==> config.mk <==
export PLATFORM = sky130hd
export DESIGN_NAME = fault_sim_monitor
export DESIGN_NICKNAME = d
export VERILOG_FILES = /design/src/rtl/fault_sim_monitor.sv
export SDC_FILE = /design/constraint.sdc
export NUM_CORES = 1
export LEC_CHECK = 0
export ABC_CLOCK_PERIOD_IN_PS = 3100
export CAP_MARGIN = 30
export CORE_MARGIN = 2
export CORE_UTILIZATION = 45
export CTS_CLUSTER_DIAMETER = 50
export CTS_CLUSTER_SIZE = 14
export DETAILED_ROUTE_END_ITERATION = 10
export PLACE_DENSITY_LB_ADDON = 0.08
export SKIP_CTS_REPAIR_TIMING = 1
export SLEW_MARGIN = 20
export SYNTH_ARGS = -nofsm -noshare
export SYNTH_HDL_FRONTEND = slang
export SYNTH_SLANG_ARGS = --single-unit
==> constraint.sdc <==
create_clock -name clk -period 3.1 [get_ports clk]
set_input_delay 0.465 -clock clk [delete_from_list [all_inputs] [get_ports clk]]
set_output_delay 0.465 -clock clk [all_outputs]
set_load 0.005 [all_outputs]
==> src/rtl/fault_sim_monitor.sv <==
// Response-side controller for LBIST fault simulation: compares faulty vs fault-free
// CUT responses per pattern, paces the pattern generator and tallies detected faults.
module fault_sim_monitor #(
  parameter int OUT_BITS = 25,
  parameter int PAT_BITS = 16,
  parameter int CNT_BITS = 16
) (
  input  logic                clk,
  input  logic                rst,
  input  logic                start,
  input  logic [PAT_BITS-1:0] PAT_MAX,
  input  logic [OUT_BITS-1:0] CUT_OP,
  input  logic [OUT_BITS-1:0] FF_OP,
  input  logic                FIL_END,
  output logic                FIL_INC,
  output logic                pat_adv,
  output logic [CNT_BITS-1:0] FAULTS_TOTAL,
  output logic [CNT_BITS-1:0] FAULTS_DET,
  output logic                busy,
  output logic                done
);

  localparam logic [2:0] ST_IDLE    = 3'd0;
  localparam logic [2:0] ST_SETTLE  = 3'd1;
  localparam logic [2:0] ST_COMPARE = 3'd2;
  localparam logic [2:0] ST_INC     = 3'd3;
  localparam logic [2:0] ST_WAIT    = 3'd4;
  localparam logic [2:0] ST_DONE    = 3'd5;

  localparam logic [PAT_BITS-1:0] PAT_ONE = PAT_BITS'(1);
  localparam logic [CNT_BITS-1:0] CNT_ONE = CNT_BITS'(1);

  logic [2:0]          state_q, state_d;
  logic [PAT_BITS-1:0] pat_cnt_q, pat_cnt_d;
  logic [PAT_BITS-1:0] pat_max_q, pat_max_d;
  logic [CNT_BITS-1:0] total_q, total_d;
  logic [CNT_BITS-1:0] det_q, det_d;
  logic                pat_adv_q, pat_adv_d;

  logic mismatch;
  logic last_pat;
  logic total_sat;
  logic det_sat;

  always_comb begin
    mismatch  = (CUT_OP != FF_OP);
    last_pat  = (pat_cnt_q == (pat_max_q - PAT_ONE));
    total_sat = &total_q;
    det_sat   = &det_q;
  end

  // Every COMPARE cycle advances the generator; the registered pulse lands in the
  // following SETTLE or INC cycle, keeping CUT_OP/FF_OP off the output path.
  always_comb begin
    state_d   = state_q;
    pat_cnt_d = pat_cnt_q;
    pat_max_d = pat_max_q;
    total_d   = total_q;
    det_d     = det_q;
    pat_adv_d = 1'b0;

    case (state_q)
      ST_IDLE, ST_DONE: begin
        if (start) begin
          total_d   = '0;
          det_d     = '0;
          pat_cnt_d = '0;
          pat_max_d = (PAT_MAX == '0) ? PAT_ONE : PAT_MAX;
          state_d   = FIL_END ? ST_DONE : ST_SETTLE;
        end
      end
      ST_SETTLE: begin
        state_d = ST_COMPARE;
      end
      ST_COMPARE: begin
        pat_adv_d = 1'b1;
        if (mismatch) begin
          total_d = total_sat ? total_q : total_q + CNT_ONE;
          det_d   = det_sat ? det_q : det_q + CNT_ONE;
          state_d = ST_INC;
        end else if (last_pat) begin
          total_d = total_sat ? total_q : total_q + CNT_ONE;
          state_d = ST_INC;
        end else begin
          pat_cnt_d = pat_cnt_q + PAT_ONE;
          state_d   = ST_SETTLE;
        end
      end
      ST_INC: begin
        pat_cnt_d = '0;
        state_d   = ST_WAIT;
      end
      ST_WAIT: begin
        state_d = FIL_END ? ST_DONE : ST_SETTLE;
      end
      default: begin
        state_d = ST_IDLE;
      end
    endcase
  end

  always_ff @(posedge clk) begin
    if (rst) begin
      state_q   <= ST_IDLE;
      pat_cnt_q <= '0;
      pat_max_q <= PAT_ONE;
      total_q   <= '0;
      det_q     <= '0;
      pat_adv_q <= 1'b0;
    end else begin
      state_q   <= state_d;
      pat_cnt_q <= pat_cnt_d;
      pat_max_q <= pat_max_d;
      total_q   <= total_d;
      det_q     <= det_d;
      pat_adv_q <= pat_adv_d;
    end
  end

  always_comb begin
    FIL_INC      = (state_q == ST_INC);
    pat_adv      = pat_adv_q;
    FAULTS_TOTAL = total_q;
    FAULTS_DET   = det_q;
    busy         = (state_q != ST_IDLE) && (state_q != ST_DONE);
    done         = (state_q == ST_DONE);
  end

endmodule

==> Implementation_results.wiki <==
{| class="wikitable"
! Metric !! Value
|-
| Status || finished, final reports clean
|-
| Antenna violations before repair || 0
|-
| Setup TNS after final layout || 0 ns
|-
| Post-route insts no fill || 822
|-
| Fillers || 895
|-
| Floorplan die area || 10,680 µm²
|-
| Path depth of the worst reg2reg path || 10
|-
| Simple logic cell fraction of the synthesized area || 31.79%
|-
| Number of distinct library cells after synthesis || 60
|-
| Clock buffer depth || 2
|-
| Width of the die || 103.3 µm
|-
| Htree depth || 3
|-
| Arr. time, crit path || 3.18 ns
|-
| Average via count per standard cell || 5.745
|-
| Count of max-cap constraint violations || 0
|-
| Worst setup EP type || register
|-
| Clock latency reported for the late side of the worst-skew pair || 0.35 ns
|-
| Startpoint kind of the worst setup timing path || register
|-
| Adder-Cell Fraction of Synth Area || 1.127%
|-
| Headroom to the max-slew limit || 45.94%
|-
| Static Leakage || 2.117 nW
|-
| Unrepaired setup endpoints after global routing || false
|-
| Antenna diode count || 0
|-
| Worst setup path end || pat_cnt_q[0]
|-
| Slowest cell delay on critical path || 0.51 ns
|-
| GR Overflow Total || 0
|-
| Worst hold margin || 0.4851 ns
|-
| Leading area contributor after synthesis || sky130_fd_sc_hd__dfxtp_1
|-
| Total via count in the routed design || 4,722
|-
| Quantity of I/O buffers inserted on ports || 105
|-
| Clk root buf || sky130_fd_sc_hd__clkbuf_8
|-
| DIE HEIGHT || 103.3 µm
|-
| Proportion of synthesized area in mux cells || 3.382%
|-
| Instance area after placement || 5704 µm²
|-
| Compound-Gate Fraction of Synth Area || 19.90%
|-
| Worst R2R Start || pat_max_q[0]
|-
| Number of enable flip-flop cells after synthesis || 0
|-
| Critical path cell sequence || inv_1 -> ha_1 -> or4b_4 -> or4_1 -> a21oi_1 -> o21ai_1 -> a2111oi_2 -> buf_12 -> o21ai_0 -> a311oi_1
|-
| Final weighted congestion in routability-driven placement || 0.8779
|-
| Overall track demand over capacity in global routing || 24.40%
|-
| Slowest stage cell, crit path || sky130_fd_sc_hd__a2111oi_2
|-
| Placed cell count || 806
|-
| Core Rows || 36
|-
| Top cell family by delay on the critical path || compound AO/OA/AOI/OAI gates
|-
| Largest cells by area after synthesis || sky130_fd_sc_hd__dfxtp_1, sky130_fd_sc_hd__nand2_1, sky130_fd_sc_hd__a21oi_1
|-
| Detailed-placement wirelength estimate || 9.371 mm
|-
| Post-synthesis cell count || 585
|-
| Routed length per instance || 15.23 µm
|-
| Starting Density || 45.84%
|-
| Flip-flop and latch count after synthesis || 68
|-
| Residual antenna-violating net count after detailed routing || 0
|-
| Detailed-routing iteration count for the pre-antenna-repair pass || 4
|-
| CTS buffer count || 9
|-
| Crit Reg-Reg Endpoint || pat_cnt_q[0]
|-
| Wire length of the first global-routing pass || 20.84 mm
|-
| Vias in the first global route || 4,427
|-
| Final setup vio count || 0
|-
| Worst setup startpoint || pat_max_q[0]
|-
| I/O pin count || 106
|-
| Share of post-route cells with drive strength above 1 || 7.402%
|-
| Ratio of total power to cell area || 436.7 nW/µm²
|-
| WP buf/inv || 2
|-
| Worst R2R Setup Slack || 0.18 ns
|-
| Sinks on Clock Net || 68
|-
| Mean area per synthesized cell || 7.588 µm²
|-
| Synthesis Warnings || 0
|-
| Number of cells on the critical path || 10
|-
| Setup CP Type || register to register
|-
| Area overhead of the layout relative to synthesis || 34.81%
|-
| Most numerous cell in the Yosys netlist || sky130_fd_sc_hd__nand2_1
|-
| Area share of xor/xnor cells in the synthesized design || 8.286%
|-
| Core region area || 9684 µm²
|-
| Total standard cell area after synthesis || 4439 µm²
|-
| Data required time of the worst path || 3.36 ns
|-
| Post-Synthesis Net Count || 659
|-
| Least-Margin Pin Slew || 0.8060 ns
|-
| Number of DRC violations after detailed routing || 0
|-
| Count of routing violations after the opening detailed-route iteration || 222
|-
| Most frequent cells after synthesis || sky130_fd_sc_hd__nand2_1, sky130_fd_sc_hd__dfxtp_1, sky130_fd_sc_hd__a21oi_1, sky130_fd_sc_hd__clkbuf_1, sky130_fd_sc_hd__nor2_1
|-
| Skew final || 0.01233 ns
|-
| Largest voltage drop on the vdd net || 0.0002452 V
|-
| Largest family of logic cells by synthesized area || simple AND/OR/NAND/NOR gates
|-
| Final Hold Violating Endpoints || 0
|-
| Clock period minus final worst setup slack || 2.923 ns
|-
| Crit-path max FO || 22
|-
| Clock transition at the register clock pins on the worst setup and hold paths after CTS || 0.08 ns
|-
| Pin count of the biggest net entering global routing || 38
|-
| Class of the worst hold path || register to register
|-
| Sequential fraction of the synthesis area || 30.67%
|-
| Post-route fraction of the period consumed by the critical path || 94.28%
|-
| Final count of pins violating max slew || 0
|-
| Maximum operating frequency || 342.2 MHz
|-
| Layout Nets || 758
|-
| Clock tree from TritonCTS || done
|-
| Top FF cell, synth || sky130_fd_sc_hd__dfxtp_1
|-
| Routed WL || 12.52 mm
|-
| Portion of synthesized cell area occupied by the leading cell type || 30.67%
|-
| Async S/R FF share, synth || 0%
|-
| Area of all placed cells without fillers || 5984 µm²
|}
## worst min path at each step
| stage | start | to | slack (ns) | cells past startpoint |
|---|---|---|---|---|
| floorplan | pat_max_q[15] | pat_max_q[15] | 0.45 | 2 |
| global placement | FAULTS_TOTAL[12] | FAULTS_TOTAL[12] | 0.46 | 2 |
| detailed placement | FAULTS_TOTAL[13] | FAULTS_TOTAL[13] | 0.47 | 2 |
| CTS | FAULTS_TOTAL[13] | FAULTS_TOTAL[13] | 0.49 | 2 |
| global route | pat_max_q[13] | pat_max_q[13] | 0.52 | 2 |
| finish | FAULTS_TOTAL[13] | FAULTS_TOTAL[13] | 0.49 | 2 |
## stage by stage
step / worst slack [ns] / util [%] / power (mW)
final: 0.1774 / 61.80 / 2.614
after global routing: 0.03654 / 61.80 / 2.737
after CTS: 0.1070 / 61.69 / 2.630
after detailed placement: 0.09858 / 58.90 / 1.630
after global placement: 0.02243 / 58.85 / 1.613
after floorplan: 0.07202 / - / 1.365
## cell type report
type / instances / area, µm² / area share, %
repair buffers: 127 / 1254 / 20.95
flip-flops and latches: 68 / 1361 / 22.75
inverters: 13 / 48.80 / 0.8154
clock inverters: 7 / 146.4 / 2.446
clock buffers: 9 / 123.9 / 2.070
multi-input cells: 465 / 2884 / 48.19
well taps: 133 / 166.4 / 2.781
## cell families after synthesis
logic type	count (synthesis)
mux	15
xor+xnor	42
compound gates	135
fa+ha+maj	4
buf+inv	52
flops	68
simple gates	269
## where the power goes
group | internal [mW] | total (mW) | switching (mW) | leakage, nW
clock network | 0.623 | 0.996 | 0.373 | 0.134
registers | 0.905 | 0.951 | 0.0460 | 0.551
logic | 0.307 | 0.667 | 0.360 | 1.43
## metal layers
| metal | part of all wire [%] | up-vias | global-route usage [%] |
|---|---|---|---|
| li1 | - | 2363 | - |
| met1 | 44 | 2218 | 30.53 |
| met2 | 50 | 118 | 42.76 |
| met3 | 4.2 | 23 | 4.032 |
| met4 | 1.7 | 0 | 7.996 |
| met5 | 0 | - | 0 |
## cell usage in the layout, fill, tap and decap left out, drive strengths merged, types with 16 or more instances in the layout
cell type,instances
buf,22
xnor2,26
xor2,16
nor3,19
nand3,17
dfxtp,68
a21oi,47
or3,24
clkdlybuf4s50,105
nand2,85
nor2,27
o21ai,32
nand4,25
## sequential cells by signal, indices dropped and copies added (netlist names)
name	flops
FAULTS_DET	16
FAULTS_TOTAL	16
pat_cnt_q	16
pat_max_q	16
state_q	3
pat_adv	1
## worst min-delay path, cell delays in order (launching register included)
cell	delay (ns)
sky130_fd_sc_hd__dfxtp_1	0.33
sky130_fd_sc_hd__nand2_1	0.06
sky130_fd_sc_hd__mux2i_1	0.05
No activity file was read; power rests on OpenSTA's default activity.
==> variant, RTL diff (same flow settings) <==
`PAT_BITS`: 16 -> 32.
--- a/src/rtl/fault_sim_monitor.sv
+++ b/src/rtl/fault_sim_monitor.sv
@@ -4,3 +4,3 @@
   parameter int OUT_BITS = 25,
-  parameter int PAT_BITS = 16,
+  parameter int PAT_BITS = 32,
   parameter int CNT_BITS = 16
Ports: changed (resized PAT_MAX); port bits go from 106 to 122. The function was not compared with the original's and may differ.
==> variant against the original RTL <==
- the run now ends with negative setup slack left
- sequential cell count is 32 higher
- cell area is 42% higher
- power is 38% higher
- setup slack worse by 0.23 ns
- area after synthesis is 37% higher
- non-clock buffer count is 76 higher
- wire length is 52% higher
- die area is 36% higher
- critical endpoint is now FAULTS_TOTAL[15]
- highest routed layer unchanged
==> variant: results (changes against the original RTL) <==
.. list-table::
   :header-rows: 1

   * - Metric
     - Value
   * - Leakage power of the design
     - 3.023 nW (+43%)
   * - Layout cell share with drive strength beyond 1
     - 16.63% (+9.2 points)
   * - Final setup fails
     - 1 (+1)
   * - Area share of the leading cell type in the synthesized netlist
     - 32.87% (+2.2 points)
   * - Maximum resistive drop on vdd
     - 287.5 uV (+17%)
   * - Post-synth cell types
     - 70 (+17%)
   * - Final setup margin
     - -0.05118 ns (-0.2286 ns)
   * - Pin count of the biggest net entering global routing
     - 55 (+45%)
   * - Critical path's slowest cell
     - or4_4
   * - DR iter-0 viols
     - 489 (+120%)
   * - Result of the run
     - finished, violations left
   * - RePlAce Congestion
     - 0.9230 (+5.1%)
   * - Global-route wire length before repair
     - 29.61 mm (+42%)
   * - Maximum clock skew at final layout
     - 0.009065 ns (-0.003267 ns)
   * - Largest fanout on the critical path
     - 5 (-77%)
   * - Share of synthesized area occupied by flip-flops and latches
     - 32.87% (+2.2 points)
   * - Gate family responsible for the most delay along the worst path
     - simple AND/OR/NAND/NOR gates
   * - Clock root buffer master
     - clkbuf_16
   * - Vias in the first global route
     - 6147 (+39%)
   * - Arrival time at the worst endpoint
     - 3.44 ns (+0.26 ns)
   * - Mapped Nets
     - 869 (+32%)
   * - List of most frequent post-synthesis cells
     - nand2_1, dfxtp_1, a21oi_1
   * - Router iterations before antenna repair
     - 6 (+2)
   * - Worst slew margin relative to its limit
     - 39.65% (-6.3 points)
   * - Failing checks
     - negative setup slack
   * - Maximum single-stage delay on the critical path
     - 0.54 ns (+0.03 ns)
   * - Overall via count from detail_route
     - 6472 (+37%)
   * - Dpl ws
     - -0.2994 ns (-0.3980 ns)
   * - Count of nets after finishing
     - 1047 (+38%)
## variant: cell families after synthesis
| kind of cell | after synthesis | synth area share [%] |
|---|---|---|
| muxes | 9 | 1.479 |
| and+or+nand+nor | 381 | 33.47 |
| DFF | 100 | 32.87 |
| AOI/OAI and AO/OA | 148 | 15.41 |
| buffers and inverters | 49 | 3.288 |
| adders and majority gates | 4 | 0.8219 |
| xor gates and xnor gates | 88 | 12.66 |
## variant: layout make-up
| cell class | instances | area share, % |
|---|---|---|
| Clock buffer | 10 | 2.803 |
| Clock inverter | 6 | 0.4550 |
| Inverter | 13 | 0.5724 |
| Multi-Input combinational cell | 630 | 47.76 |
| Sequential cell | 100 | 23.56 |
| Tap cell | 176 | 2.583 |
| Timing Repair Buffer | 203 | 22.27 |
## variant: tightest hold or removal path, delay by kind of cell (launching register included)
kind               cells  cell delay (ns)
DFF                    1             0.32
AOI/OAI and AO/OA      1             0.05
and+or+nand+nor        1             0.06
## variant: path summary, 6_finish.rpt
path                 start               end  slack, ns  cells after the start
max           pat_max_q[0]  FAULTS_TOTAL[15]      -0.05                     12
min          pat_max_q[31]     pat_max_q[31]       0.48                      2
max reg2reg   pat_max_q[0]  FAULTS_TOTAL[15]      -0.05                     12
min reg2reg  pat_max_q[31]     pat_max_q[31]       0.48                      2
## variant: stage by stage
stage | area (um^2) | std cells
CTS | 8248 | 1133
finish | 8524 | 1138
global route | 8524 | 1138
floorplan | 6090 | 779
global placement | 7970 | 1117
detailed placement | 7970 | 1117
## variant: power breakdown
| part | internal (W) | leakage, nW | switching (W) |
|---|---|---|---|
| clock | 0.000565 | 0.135 | 0.000500 |
| combinational | 0.000564 | 2.08 | 0.000589 |
| sequential | 0.00133 | 0.811 | 0.0000686 |
## variant: metal layers
layer | track usage, % | vias up | part of all wire, %
li1 | - | 3192 | -
met1 | 31.77 | 3030 | 44
met2 | 44.28 | 222 | 48
met3 | 4.198 | 28 | 6.1
met4 | 8.576 | 0 | 2.0
met5 | 0 | - | 0
